$ cat config.mk
export PLATFORM = sky130hd
export DESIGN_NAME = mem_writeback
export DESIGN_NICKNAME = d
export VERILOG_FILES = /design/src/rtl/cpu_pkg.sv /design/src/rtl/mem_timeout_counter.sv /design/src/rtl/mem_writeback.sv
export SDC_FILE = /design/constraint.sdc
export NUM_CORES = 1
export LEC_CHECK = 0
export BUFFER_PORTS_ARGS = -buffer_cell sky130_fd_sc_hd__buf_2
export CORE_MARGIN = 1
export CORE_UTILIZATION = 47
export DETAILED_ROUTE_END_ITERATION = 8
export PLACE_DENSITY = 0.87
export SLEW_MARGIN = 15
export SYNTH_ARGS = -nofsm -noshare
export SYNTH_HDL_FRONTEND = slang
export SYNTH_SLANG_ARGS = --single-unit
$ cat constraint.sdc
create_clock -name clk -period 1.99 [get_ports clk]
set_input_delay 0.2985 -clock clk [delete_from_list [all_inputs] [get_ports clk]]
set_output_delay 0.2985 -clock clk [all_outputs]
set_load 0.005 [all_outputs]
$ cat src/rtl/cpu_pkg.sv
// -----------------------------------------------------------------------------
// cpu_pkg
// Shared definitions for the CPU datapath stages.
//   - MEM_NOP / MEM_READ / MEM_WRITE / MEM_RSVD : memory_mode encodings
//   - OP_* : ALU opcode constants used by the upstream decode/ALU stages
//   - DATA_W : default datapath width
//   - mem_wb_state_t : state encoding of the memory/writeback stage
// -----------------------------------------------------------------------------
package cpu_pkg;

  localparam int DATA_W = 16;

  // memory_mode encodings
  localparam logic [1:0] MEM_NOP   = 2'b00;
  localparam logic [1:0] MEM_READ  = 2'b01;
  localparam logic [1:0] MEM_WRITE = 2'b10;
  localparam logic [1:0] MEM_RSVD  = 2'b11;

  // ALU opcodes
  localparam logic [3:0] OP_ADD  = 4'h0;
  localparam logic [3:0] OP_SUB  = 4'h1;
  localparam logic [3:0] OP_AND  = 4'h2;
  localparam logic [3:0] OP_OR   = 4'h3;
  localparam logic [3:0] OP_XOR  = 4'h4;
  localparam logic [3:0] OP_SHL  = 4'h5;
  localparam logic [3:0] OP_SHR  = 4'h6;
  localparam logic [3:0] OP_LD   = 4'h8;
  localparam logic [3:0] OP_ST   = 4'h9;
  localparam logic [3:0] OP_JMP  = 4'hC;

  typedef enum logic {
    ST_IDLE = 1'b0,
    ST_MEM  = 1'b1
  } mem_wb_state_t;

endpackage

$ cat src/rtl/mem_timeout_counter.sv
// -----------------------------------------------------------------------------
// mem_timeout_counter
// Watchdog counter for an outstanding memory access.
//   clk, rst_n : clock, asynchronous active-low reset
//   clear      : synchronous clear of the count (has priority over enable)
//   enable     : count one cycle of waiting
//   limit      : number of waiting cycles allowed
//   expired    : high during the cycle whose closing edge is the limit-th
//                waiting edge, so the owner can act on that same edge
// -----------------------------------------------------------------------------
module mem_timeout_counter #(
  parameter int CNT_W = 8
) (
  input  logic             clk,
  input  logic             rst_n,
  input  logic             clear,
  input  logic             enable,
  input  logic [CNT_W-1:0] limit,
  output logic             expired
);

  logic [CNT_W-1:0] count_reg;

  always_ff @(posedge clk or negedge rst_n) begin
    if (!rst_n) begin
      count_reg <= '0;
    end else if (clear) begin
      count_reg <= '0;
    end else if (enable) begin
      count_reg <= count_reg + 1'b1;
    end
  end

  // count_reg holds the number of waiting edges already seen, so the edge
  // that closes this cycle is the (count_reg+1)-th one.
  assign expired = enable && (count_reg == (limit - 1'b1));

endmodule

$ cat src/rtl/mem_writeback.sv
// -----------------------------------------------------------------------------
// mem_writeback
// Memory-access / writeback stage after the ALU. Accepts one ALU result per
// transfer, performs an optional data-memory access over a req/ack handshake
// and issues single-cycle register-file and PC write strobes.
//
// Optional feature: define MEM_WB_TIMEOUT_EN to add a watchdog that abandons
// an access after TIMEOUT_CYCLES waiting cycles and sets the sticky err flag.
//
// Ports:
//   clk, rst_n                      : clock, asynchronous active-low reset
//   in_valid / in_ready             : upstream handshake (ready only in IDLE)
//   alu_out                         : ALU result or memory address
//   write_rD, write_pc              : writeback flags from the ALU
//   memory_mode                     : 00 NOP, 01 READ, 10 WRITE, 11 reserved
//   rd_sel, store_data              : destination register, store data
//   mem_req/mem_we/mem_addr/mem_wdata : memory request (held until ack)
//   mem_rdata, mem_ack              : memory response
//   rf_we/rf_waddr/rf_wdata         : register-file write (1-cycle strobe)
//   pc_we/pc_wdata                  : PC write (1-cycle strobe)
//   busy                            : access outstanding
//   err                             : sticky timeout error
// -----------------------------------------------------------------------------
module mem_writeback #(
  parameter int DATA_W         = cpu_pkg::DATA_W,
  parameter int REG_AW         = 3,
  parameter int TIMEOUT_CYCLES = 64
) (
  input  logic              clk,
  input  logic              rst_n,
  input  logic              in_valid,
  output logic              in_ready,
  input  logic [DATA_W-1:0] alu_out,
  input  logic              write_rD,
  input  logic              write_pc,
  input  logic [1:0]        memory_mode,
  input  logic [REG_AW-1:0] rd_sel,
  input  logic [DATA_W-1:0] store_data,
  output logic              mem_req,
  output logic              mem_we,
  output logic [DATA_W-1:0] mem_addr,
  output logic [DATA_W-1:0] mem_wdata,
  input  logic [DATA_W-1:0] mem_rdata,
  input  logic              mem_ack,
  output logic              rf_we,
  output logic [REG_AW-1:0] rf_waddr,
  output logic [DATA_W-1:0] rf_wdata,
  output logic              pc_we,
  output logic [DATA_W-1:0] pc_wdata,
  output logic              busy,
  output logic              err
);

  import cpu_pkg::*;

  mem_wb_state_t     state_reg,     state_next;
  logic              mem_req_reg,   mem_req_next;
  logic              mem_we_reg,    mem_we_next;
  logic [DATA_W-1:0] mem_addr_reg,  mem_addr_next;
  logic [DATA_W-1:0] mem_wdata_reg, mem_wdata_next;
  logic [REG_AW-1:0] rd_reg,        rd_next;
  logic              wr_rd_reg,     wr_rd_next;
  logic              rf_we_reg,     rf_we_next;
  logic [REG_AW-1:0] rf_waddr_reg,  rf_waddr_next;
  logic [DATA_W-1:0] rf_wdata_reg,  rf_wdata_next;
  logic              pc_we_reg,     pc_we_next;
  logic [DATA_W-1:0] pc_wdata_reg,  pc_wdata_next;

  logic is_mem_op;
  assign is_mem_op = (memory_mode == MEM_READ) || (memory_mode == MEM_WRITE);

`ifdef MEM_WB_TIMEOUT_EN
  localparam int CNT_W = $clog2(TIMEOUT_CYCLES + 1);

  logic err_reg, err_next;
  logic timeout_expired;

  // Counts only waiting cycles; an ack on the limit cycle is handled first
  // in the next-state logic, so it wins over the timeout.
  mem_timeout_counter #(
    .CNT_W (CNT_W)
  ) u_timeout (
    .clk     (clk),
    .rst_n   (rst_n),
    .clear   (state_reg == ST_IDLE),
    .enable  ((state_reg == ST_MEM) && !mem_ack),
    .limit   (CNT_W'(TIMEOUT_CYCLES)),
    .expired (timeout_expired)
  );
`endif

  always_ff @(posedge clk or negedge rst_n) begin
    if (!rst_n) begin
      state_reg     <= ST_IDLE;
      mem_req_reg   <= 1'b0;
      mem_we_reg    <= 1'b0;
      mem_addr_reg  <= '0;
      mem_wdata_reg <= '0;
      rd_reg        <= '0;
      wr_rd_reg     <= 1'b0;
      rf_we_reg     <= 1'b0;
      rf_waddr_reg  <= '0;
      rf_wdata_reg  <= '0;
      pc_we_reg     <= 1'b0;
      pc_wdata_reg  <= '0;
`ifdef MEM_WB_TIMEOUT_EN
      err_reg       <= 1'b0;
`endif
    end else begin
      state_reg     <= state_next;
      mem_req_reg   <= mem_req_next;
      mem_we_reg    <= mem_we_next;
      mem_addr_reg  <= mem_addr_next;
      mem_wdata_reg <= mem_wdata_next;
      rd_reg        <= rd_next;
      wr_rd_reg     <= wr_rd_next;
      rf_we_reg     <= rf_we_next;
      rf_waddr_reg  <= rf_waddr_next;
      rf_wdata_reg  <= rf_wdata_next;
      pc_we_reg     <= pc_we_next;
      pc_wdata_reg  <= pc_wdata_next;
`ifdef MEM_WB_TIMEOUT_EN
      err_reg       <= err_next;
`endif
    end
  end

  always_comb begin
    state_next     = state_reg;
    mem_req_next   = mem_req_reg;
    mem_we_next    = mem_we_reg;
    mem_addr_next  = mem_addr_reg;
    mem_wdata_next = mem_wdata_reg;
    rd_next        = rd_reg;
    wr_rd_next     = wr_rd_reg;
    rf_we_next     = 1'b0;             // strobes default low: one-cycle pulses
    rf_waddr_next  = rf_waddr_reg;
    rf_wdata_next  = rf_wdata_reg;
    pc_we_next     = 1'b0;
    pc_wdata_next  = pc_wdata_reg;
`ifdef MEM_WB_TIMEOUT_EN
    err_next       = err_reg;
`endif

    case (state_reg)
      ST_IDLE: begin
        if (in_valid) begin
          if (is_mem_op) begin
            // write_pc is deliberately dropped for memory operations
            mem_req_next   = 1'b1;
            mem_we_next    = (memory_mode == MEM_WRITE);
            mem_addr_next  = alu_out;
            mem_wdata_next = store_data;
            rd_next        = rd_sel;
            wr_rd_next     = write_rD;
            state_next     = ST_MEM;
          end else begin
            // NOP and the reserved code both write back the ALU result
            rf_we_next = write_rD;
            if (write_rD) begin
              rf_waddr_next = rd_sel;
              rf_wdata_next = alu_out;
            end
            pc_we_next = write_pc;
            if (write_pc) begin
              pc_wdata_next = alu_out;
            end
          end
        end
      end

      ST_MEM: begin
        if (mem_ack) begin
          mem_req_next = 1'b0;
          state_next   = ST_IDLE;
          if (!mem_we_reg && wr_rd_reg) begin
            rf_we_next    = 1'b1;
            rf_waddr_next = rd_reg;
            rf_wdata_next = mem_rdata;
          end
        end
`ifdef MEM_WB_TIMEOUT_EN
        else if (timeout_expired) begin
          mem_req_next = 1'b0;
          err_next     = 1'b1;
          state_next   = ST_IDLE;
        end
`endif
      end

      default: begin
        state_next   = ST_IDLE;
        mem_req_next = 1'b0;
      end
    endcase
  end

  assign in_ready  = (state_reg == ST_IDLE);
  assign busy      = (state_reg != ST_IDLE);
  assign mem_req   = mem_req_reg;
  assign mem_we    = mem_we_reg;
  assign mem_addr  = mem_addr_reg;
  assign mem_wdata = mem_wdata_reg;
  assign rf_we     = rf_we_reg;
  assign rf_waddr  = rf_waddr_reg;
  assign rf_wdata  = rf_wdata_reg;
  assign pc_we     = pc_we_reg;
  assign pc_wdata  = pc_wdata_reg;

`ifdef MEM_WB_TIMEOUT_EN
  assign err = err_reg;
`else
  assign err = 1'b0;
`endif

endmodule

Word-level counts from Yosys, hierarchy flattened
Cells that the tools add are included.
- register bits after elaboration: 76
- input bits: 59
- output and inout port bits: 74
- word-level logic and storage cells: 57
- equality and inequality tests: 8
- multiplexer cells: 28
- bitwise gates (word level): 2
- reduce and logical (&&, ||, !) cells: 7
- operator list (kind ; number):
    $mux 16 ; 5
    $pmux 16 s2 ; 1
    $mux 3 ; 5
    $mux 1 ; 13
    $ne 2x1->1 const B ; 3
    $ne 2x2->1 const B ; 3
    $pmux 1 s2 ; 3
    $pmux 3 s2 ; 1
    $reduce_and 3->1 ; 2
    $reduce_and 5->1 ; 1
    $reduce_and 4->1 ; 1
    $eq 2x1->1 const B ; 1
    $eq 2x2->1 const B ; 1
    $not 1->1 ; 2
    $logic_and 1x1->1 ; 1
    $logic_not 1->1 ; 1
    $logic_or 1x1->1 ; 1

Depth between registers and ports, before layout
Gate-level depths: netlist (run 1).
- depth after elaboration: 5
- gate-level depth with buffers: 6

Worst setup path before layout (run 1)
OpenSTA, ideal clock, no wires.
- path kind: in2reg
- from: input port memory_mode[0]
- to: register mem_addr_reg[14] (netlist: mem_addr[14])
- setup time: 0.125 ns
- arrival: 1.480 ns
- data required time: 1.865 ns
- setup slack: 0.385 ns
- stages on the path: 5
- cell sequence: inv_1 > ha_1 > nor2_4 > buf_4 > mux2_2
- longest elaborated chain between the ends: 3
- elaborated cells on any way between the ends: 4
- classes of those cells: 2 x eq/ne; 2 x reduce/logical
- RTL lines (element ; line ; text):
    start: declaration ; mem_writeback.sv:36 ; input logic [1:0] memory_mode,
    $eq 2x1->1 or $eq 2x2->1 (tied branches) ; mem_writeback.sv:70 ; assign is_mem_op = (memory_mode == MEM_READ) || (memory_mode == MEM_WRITE);
    $logic_or 1x1->1 (*) ; mem_writeback.sv:70 ;
    $reduce_and 3->1 (no line) (*) ; - ;
    end signal: assignment ; mem_writeback.sv:113 ; mem_addr_reg <= mem_addr_next;
    end: declaration ; mem_writeback.sv:59 ; logic [DATA_W-1:0] mem_addr_reg, mem_addr_next;
Every way passes the cells marked *; elsewhere a longest branch is shown, timed or not.
A chain may end at the register's enable or synchronous reset.

Worst setup path in the final report (run 1)
- from: register state_reg (netlist: busy)
- to: register rf_wdata_reg[13] (netlist: rf_wdata[13])
- longest elaborated chain between the ends: 3
- elaborated cells on any way between the ends: 8
- classes of those cells: 5 x eq/ne; 1 x mux; 1 x bitwise; 1 x reduce/logical
- RTL lines (element ; line ; text):
    start: declaration ; mem_writeback.sv:56 ; mem_wb_state_t state_reg, state_next;
    start signal: assignment ; mem_writeback.sv:110 ; state_reg <= state_next;
    $not 1->1 (no line) ; - ;
    $ne 2x2->1 (no line) or $ne 2x1->1 (tied branches) ; - ;
    $reduce_and 5->1 (no line) ; - ;
    end signal: assignment ; mem_writeback.sv:119 ; rf_wdata_reg <= rf_wdata_next;
    end: declaration ; mem_writeback.sv:65 ; logic [DATA_W-1:0] rf_wdata_reg, rf_wdata_next;
Parallel ways exist; a longest one is shown, timed or not.

==> results of run 1 <==
-- power by group through the flow --
stage | clock network (mW) | logic [mW] | registers, mW
after floorplan | 0 | 0.638 | 2.40
after global placement | 0 | 1.39 | 2.34
after detailed placement | 0 | 1.44 | 2.37
after CTS | 1.29 | 1.45 | 2.35
after global routing | 1.36 | 1.54 | 2.42
final | 1.25 | 1.41 | 2.34
-- cells by family (layout without fill, tap and decap cells) --
kind of cell | after synthesis | after routing
compound gates | 4 | 4
fa+ha+maj | 1 | 1
buf+inv | 14 | 160
flops | 76 | 76
mux | 91 | 91
other cells | 1 | 1
simple gates | 5 | 5
-- what timing repair did --
item	CTS	global route
hold endpoints to repair	35	0
gates resized for setup	0	0
hold buffers	1	0
-- metrics by stage --
step	instance area [um2]	hold WS (ps)	setup WS (ps)
detailed placement	3871	284.9	127.9
global route	4098	163.0	361.2
floorplan	3088	2.909	385.1
global placement	3871	274.5	194.4
CTS	4098	167.5	428.9
finish	4098	184.5	441.0
-- routing by layer --
layer	vias to the layer above	part of all wire
met5	-	0
met4	0	0.0040
met3	4	0.066
met2	79	0.51
met1	1010	0.42
li1	954	-
-- worst max-delay path, cell delays in order (launching register included) --
cell	delay (ps)
dfrtp_1	420
nand2b_1	230
o21ai_2	190
buf_4	240
mux2_2	350
-- cells in the mapped netlist, drive strengths merged --
cell / n / area, um2
nand2: 1 / 3.750
buf: 9 / 52.55
nor2: 1 / 11.26
o21ai: 1 / 5.000
a21oi: 1 / 5.000
dfrtp: 76 / 1902
nand4b: 1 / 8.760
nand4: 1 / 21.27
ha: 1 / 12.51
mux2: 91 / 1025
conb: 1 / 3.750
o22ai: 2 / 12.51
nand2b: 1 / 6.260
inv: 5 / 18.77
-- final timing paths --
| kind | start | endpoint | slack, ps | cells past startpoint |
|---|---|---|---|---|
| worst max-delay path | busy | rf_wdata[13] | 440 | 4 |
| worst min-delay path | store_data[0] | mem_wdata[0] | 180 | 2 |
| worst max register to register | busy | rf_wdata[13] | 440 | 4 |
| worst min register to register | rd_reg[1] | rd_reg[1] | 480 | 1 |
| max in group asynchronous | rst_n | mem_req | 970 | 3 |
| min in group asynchronous | rst_n | mem_wdata[10] | 450 | 2 |
-- cell type report --
type / count / area (um2) / share of cell area
clock buffers: 10 / 127.6 / 0.03114
clock inverters: 6 / 88.84 / 0.02168
multi-input cells: 102 / 1119 / 0.2730
well taps: 77 / 96.34 / 0.02351
repair buffers: 139 / 745.7 / 0.1820
inverters: 5 / 18.77 / 0.004580
flip-flops and latches: 76 / 1902 / 0.4641
==> results.yml, run 1 <==
drt:
  routedWlPerCell_um: 15.12
  final_antenna_net_count: 0
  drc: 0
  wirelength_um: 6273
  drtIter0Drc: 54
  avgViaCountPerCell: 4.933
  firstDrtPassIters: 4
  vias: 2047
worst_setup_path:
  end_kind: "flip-flop"
  worstSetupPathType: "flip-flop to flip-flop"
  start_kind: "flip-flop"
  cp.arrival_ps: 1760
  crit_fanout: 13
  worstPathRequired_ps: 2200
clock_network:
  cts_sinks: 76
  clk_latency_ps: 330
  cts.htree.levels: 3
  clk_path_buf_depth: 2
  cts.clk_slew.worst_paths_ps: 80
  tritoncts: "yes"
  cts_buffers: 9
  cts-root-buf: "clkbuf_8"
  cts_setup_buffers: 0
final_layout:
  utilization: 0.6453
  final_cell_mix: "130 x buf_2, 80 x mux2_2, 76 x dfrtp_1"
  fin_cells: 415
  area_growth_pct: 32.70
  nFillCells: 498
  diodes: 0
  drive_above_1_share: 0.6982
  layout_commonest_cell: "buf_2"
  fin_nets: 393
global_route:
  grt_pass1_wl_um: 10530
  busiest_layer: "met2"
  met2_usage: 0.3502
  grt_pass1_vias: 2208
  met3_usage: 0.06362
  grt.met1_usage: 0.2300
  grt.overflow.total: 0
  grt_max_degree: 42
  grt_usage: 0.1974
  antenna_found_initial: 0
placement:
  place.detailed.hpwl_um: 4743
  gp_congestion: 0.7332
  port_buffers: 131
  placed_cells: 398
synthesis:
  synth_top_family_by_area: "multiplexers"
  synthAdderAreaFrac: 0.004052
  yosysSeqAreaShare: 0.6159
  synth-seq-cells: 76
  synthDistinctLibCells: 17
  yosysWarnings: 0
  synth_xor_area_frac: 0
  synthesis.nets: 252
  muxShareOfSynthArea: 0.3318
  mappedNetlistArea_um2: 3088
  avgSynthCellArea_um2: 16.08
  synth_cells: 192
  synth_compound_area_frac: 0.007293
  synth-simple-area-share: 0.01661
pwr:
  p_total_mw: 5.005
  p_sw_mw: 1.355
  power_frac_seq: 0.467
  swShare: 0.2707
  p_clk_frac: 0.251
  peakVddDrop_uv: 880.1
  pwr_density_cell_nw_per_um2: 1221
  p_leak_nw: 1.991
  share_comb_of_total_power: 0.283
  p_int_mw: 3.650
die:
  ios: 133
  core_um2: 6350
  die_h_um: 83.06
  rows: 29
  start_util: 0.4863
  die_w_um: 83.06
  dieArea_um2: 6898
timing:
  hold_viol_final: 0
  setup_tns_ps: 0
  slew_violations: 0
  finalCriticalPeriod_ps: 1549
  period_share: 0.7784
  rsz0062_at_grt: "no"
  max_freq_mhz: 645.6
  skew_ps: 9.175
  setup_viol: 0
run:
  max_cap_viol_count: 0
worst_hold_path:
  hp-class: "primary input to flip-flop"
outcome:
  status: "complete, no violations"
No activity file was read; power rests on OpenSTA's default activity.
==> inputs of run 2 (changes only) <==
Settings changed: CORE_UTILIZATION 47 to 43, PLACE_DENSITY 0.87 to 0.84.
Clock period 1.99 ns to 1.3 ns, I/O delays scaled along.
==> results.yml, run 2 (same netlist as run 1, synthesis figures left out) <==
placement:
  port_buffers: 131
  gp_congestion: 0.6721
  place.detailed.hpwl_um: 4874
global_route:
  grt_pass1_vias: 2147
  grt.overflow.total: 0
  grt_pass1_wl_um: 10580
  antenna_found_initial: 0
  grt_max_degree: 77
  grt_usage: 0.1885
timing:
  holdWs_ps: 83.78
  max_freq_mhz: 707.9
  period_share: 1.087
  slew_violations: 0
  setup_viol: 62
  finalCriticalPeriod_ps: 1413
  rsz0062_at_grt: "yes"
  setup_ws_ps: -112.6
  hold_viol_final: 0
  skew_ps: 8.295
clock_network:
  clk_path_buf_depth: 2
  cts.clk_slew.worst_paths_ps: 70
  clk_latency_ps: 340
  cts.htree.levels: 3
  cts_buffers: 9
  cts_sinks: 76
  tritoncts: "yes"
  cts-root-buf: "clkbuf_8"
final_layout:
  final_cell_mix: "129 x buf_2, 76 x dfrtp_1, 42 x mux2_4"
  layout_commonest_cell: "buf_2"
  area_growth_pct: 45.58
  diodes: 0
  fin_nets: 408
  drive_above_1_share: 0.7188
die:
  dieArea_um2: 7524
  die_h_um: 86.74
  core_um2: 6869
  die_w_um: 86.74
  rows: 30
  ios: 133
  start_util: 0.4495
drt:
  avgViaCountPerCell: 4.777
  drtIter0Drc: 31
  vias: 2140
  wirelength_um: 7065
  final_antenna_net_count: 0
  drc: 0
  firstDrtPassIters: 4
  routedWlPerCell_um: 15.77
worst_setup_path:
  start_kind: "flip-flop"
  crit_start: "busy"
  cp.arrival_ps: 1640
  crit_fanout: 11
  end_kind: "flip-flop"
  worstSetupPathType: "flip-flop to flip-flop"
  worstPathRequired_ps: 1520
  rr_startpoint: "busy"
outcome:
  status: "finished with violations"
  violations: "setup timing"
worst_hold_path:
  hp-class: "primary input to flip-flop"
  min_from: "store_data[11]"
pwr:
  p_leak_nw: 2.240
  p_total_mw: 7.965
  peakVddDrop_uv: 836.2
  pwr_density_cell_nw_per_um2: 1772
run:
  max_cap_viol_count: 0
run 2: cell count changes in the layout (fill, tap and decap cells not counted), moves of 2 or more:
cell,before,now
mux2_1,11,9
clkbuf_1,1,3
clkinvlp_4,2,0
buf_4,6,9
buf_6,0,7
buf_12,2,5
clkbuf_16,0,2
mux2_2,80,40
mux2_4,0,42
run 2: final cells by class:
cell class / instances / area (um2)
timing repair buffer: 154 / 967.2
tap: 96 / 120.1
clock buffer: 13 / 148.9
fill: 528 / 2374
inverter: 5 / 18.77
multi-input combinational: 102 / 1304
sequential: 76 / 1902
clock inverter: 2 / 35.03
run 2: path summary, 6_finish.rpt:
check	to	slack, ps	cells after the start
worst min register to register	pc_wdata[10]	500	1
max in group asynchronous	mem_wdata[6]	560	3
worst min-delay path	mem_wdata[11]	80	2
min in group asynchronous	mem_wdata[2]	420	3
worst max register to register	rf_wdata[15]	-110	5
worst max-delay path	rf_wdata[15]	-110	5
run 2: power breakdown:
group / total [mW] / internal [mW] / switching [mW]
clock: 1.72 / 0.930 / 0.794
sequential: 3.60 / 3.18 / 0.423
combinational: 2.64 / 1.70 / 0.937
run 2: worst max-delay path, stage by stage (launching register included):
cell	delay [ps]
dfrtp_1	380
buf_6	130
nand4b_1	150
o21ai_4	130
buf_12	170
mux2_2	340
run 2: per-layer routing:
| metal | share of wire | GRT usage | up-vias |
|---|---|---|---|
| li1 | - | - | 993 |
| met1 | 0.45 | 0.2357 | 1052 |
| met2 | 0.48 | 0.3081 | 83 |
| met3 | 0.050 | 0.05143 | 12 |
| met4 | 0.016 | 0.08182 | 0 |
| met5 | 0 | 0 | - |
run 2: stage by stage:
| stage | util | setup WS [ps] | area, um2 | instances | setup TNS [ps] |
|---|---|---|---|---|---|
| floorplan | - | -134.9 | 3129 | 192 | -5444 |
| global placement | 0.5845 | -247.2 | 4015 | 427 | -10890 |
| detailed placement | 0.5845 | -291.6 | 4015 | 427 | -13370 |
| CTS | 0.6235 | -128.3 | 4283 | 443 | -6051 |
| global route | 0.6545 | -165.2 | 4496 | 448 | -8578 |
| finish | 0.6545 | -112.6 | 4496 | 448 | -5173 |
run 2: timing repair:
item,4_1_cts,5_1_grt
pin swaps,0,2
setup buffers,0,2
gates cloned,0,3
setup endpoints to repair,74,74
gates resized for setup,19,33
hold buffers,1,0
endpoints found under the hold margin,76,0
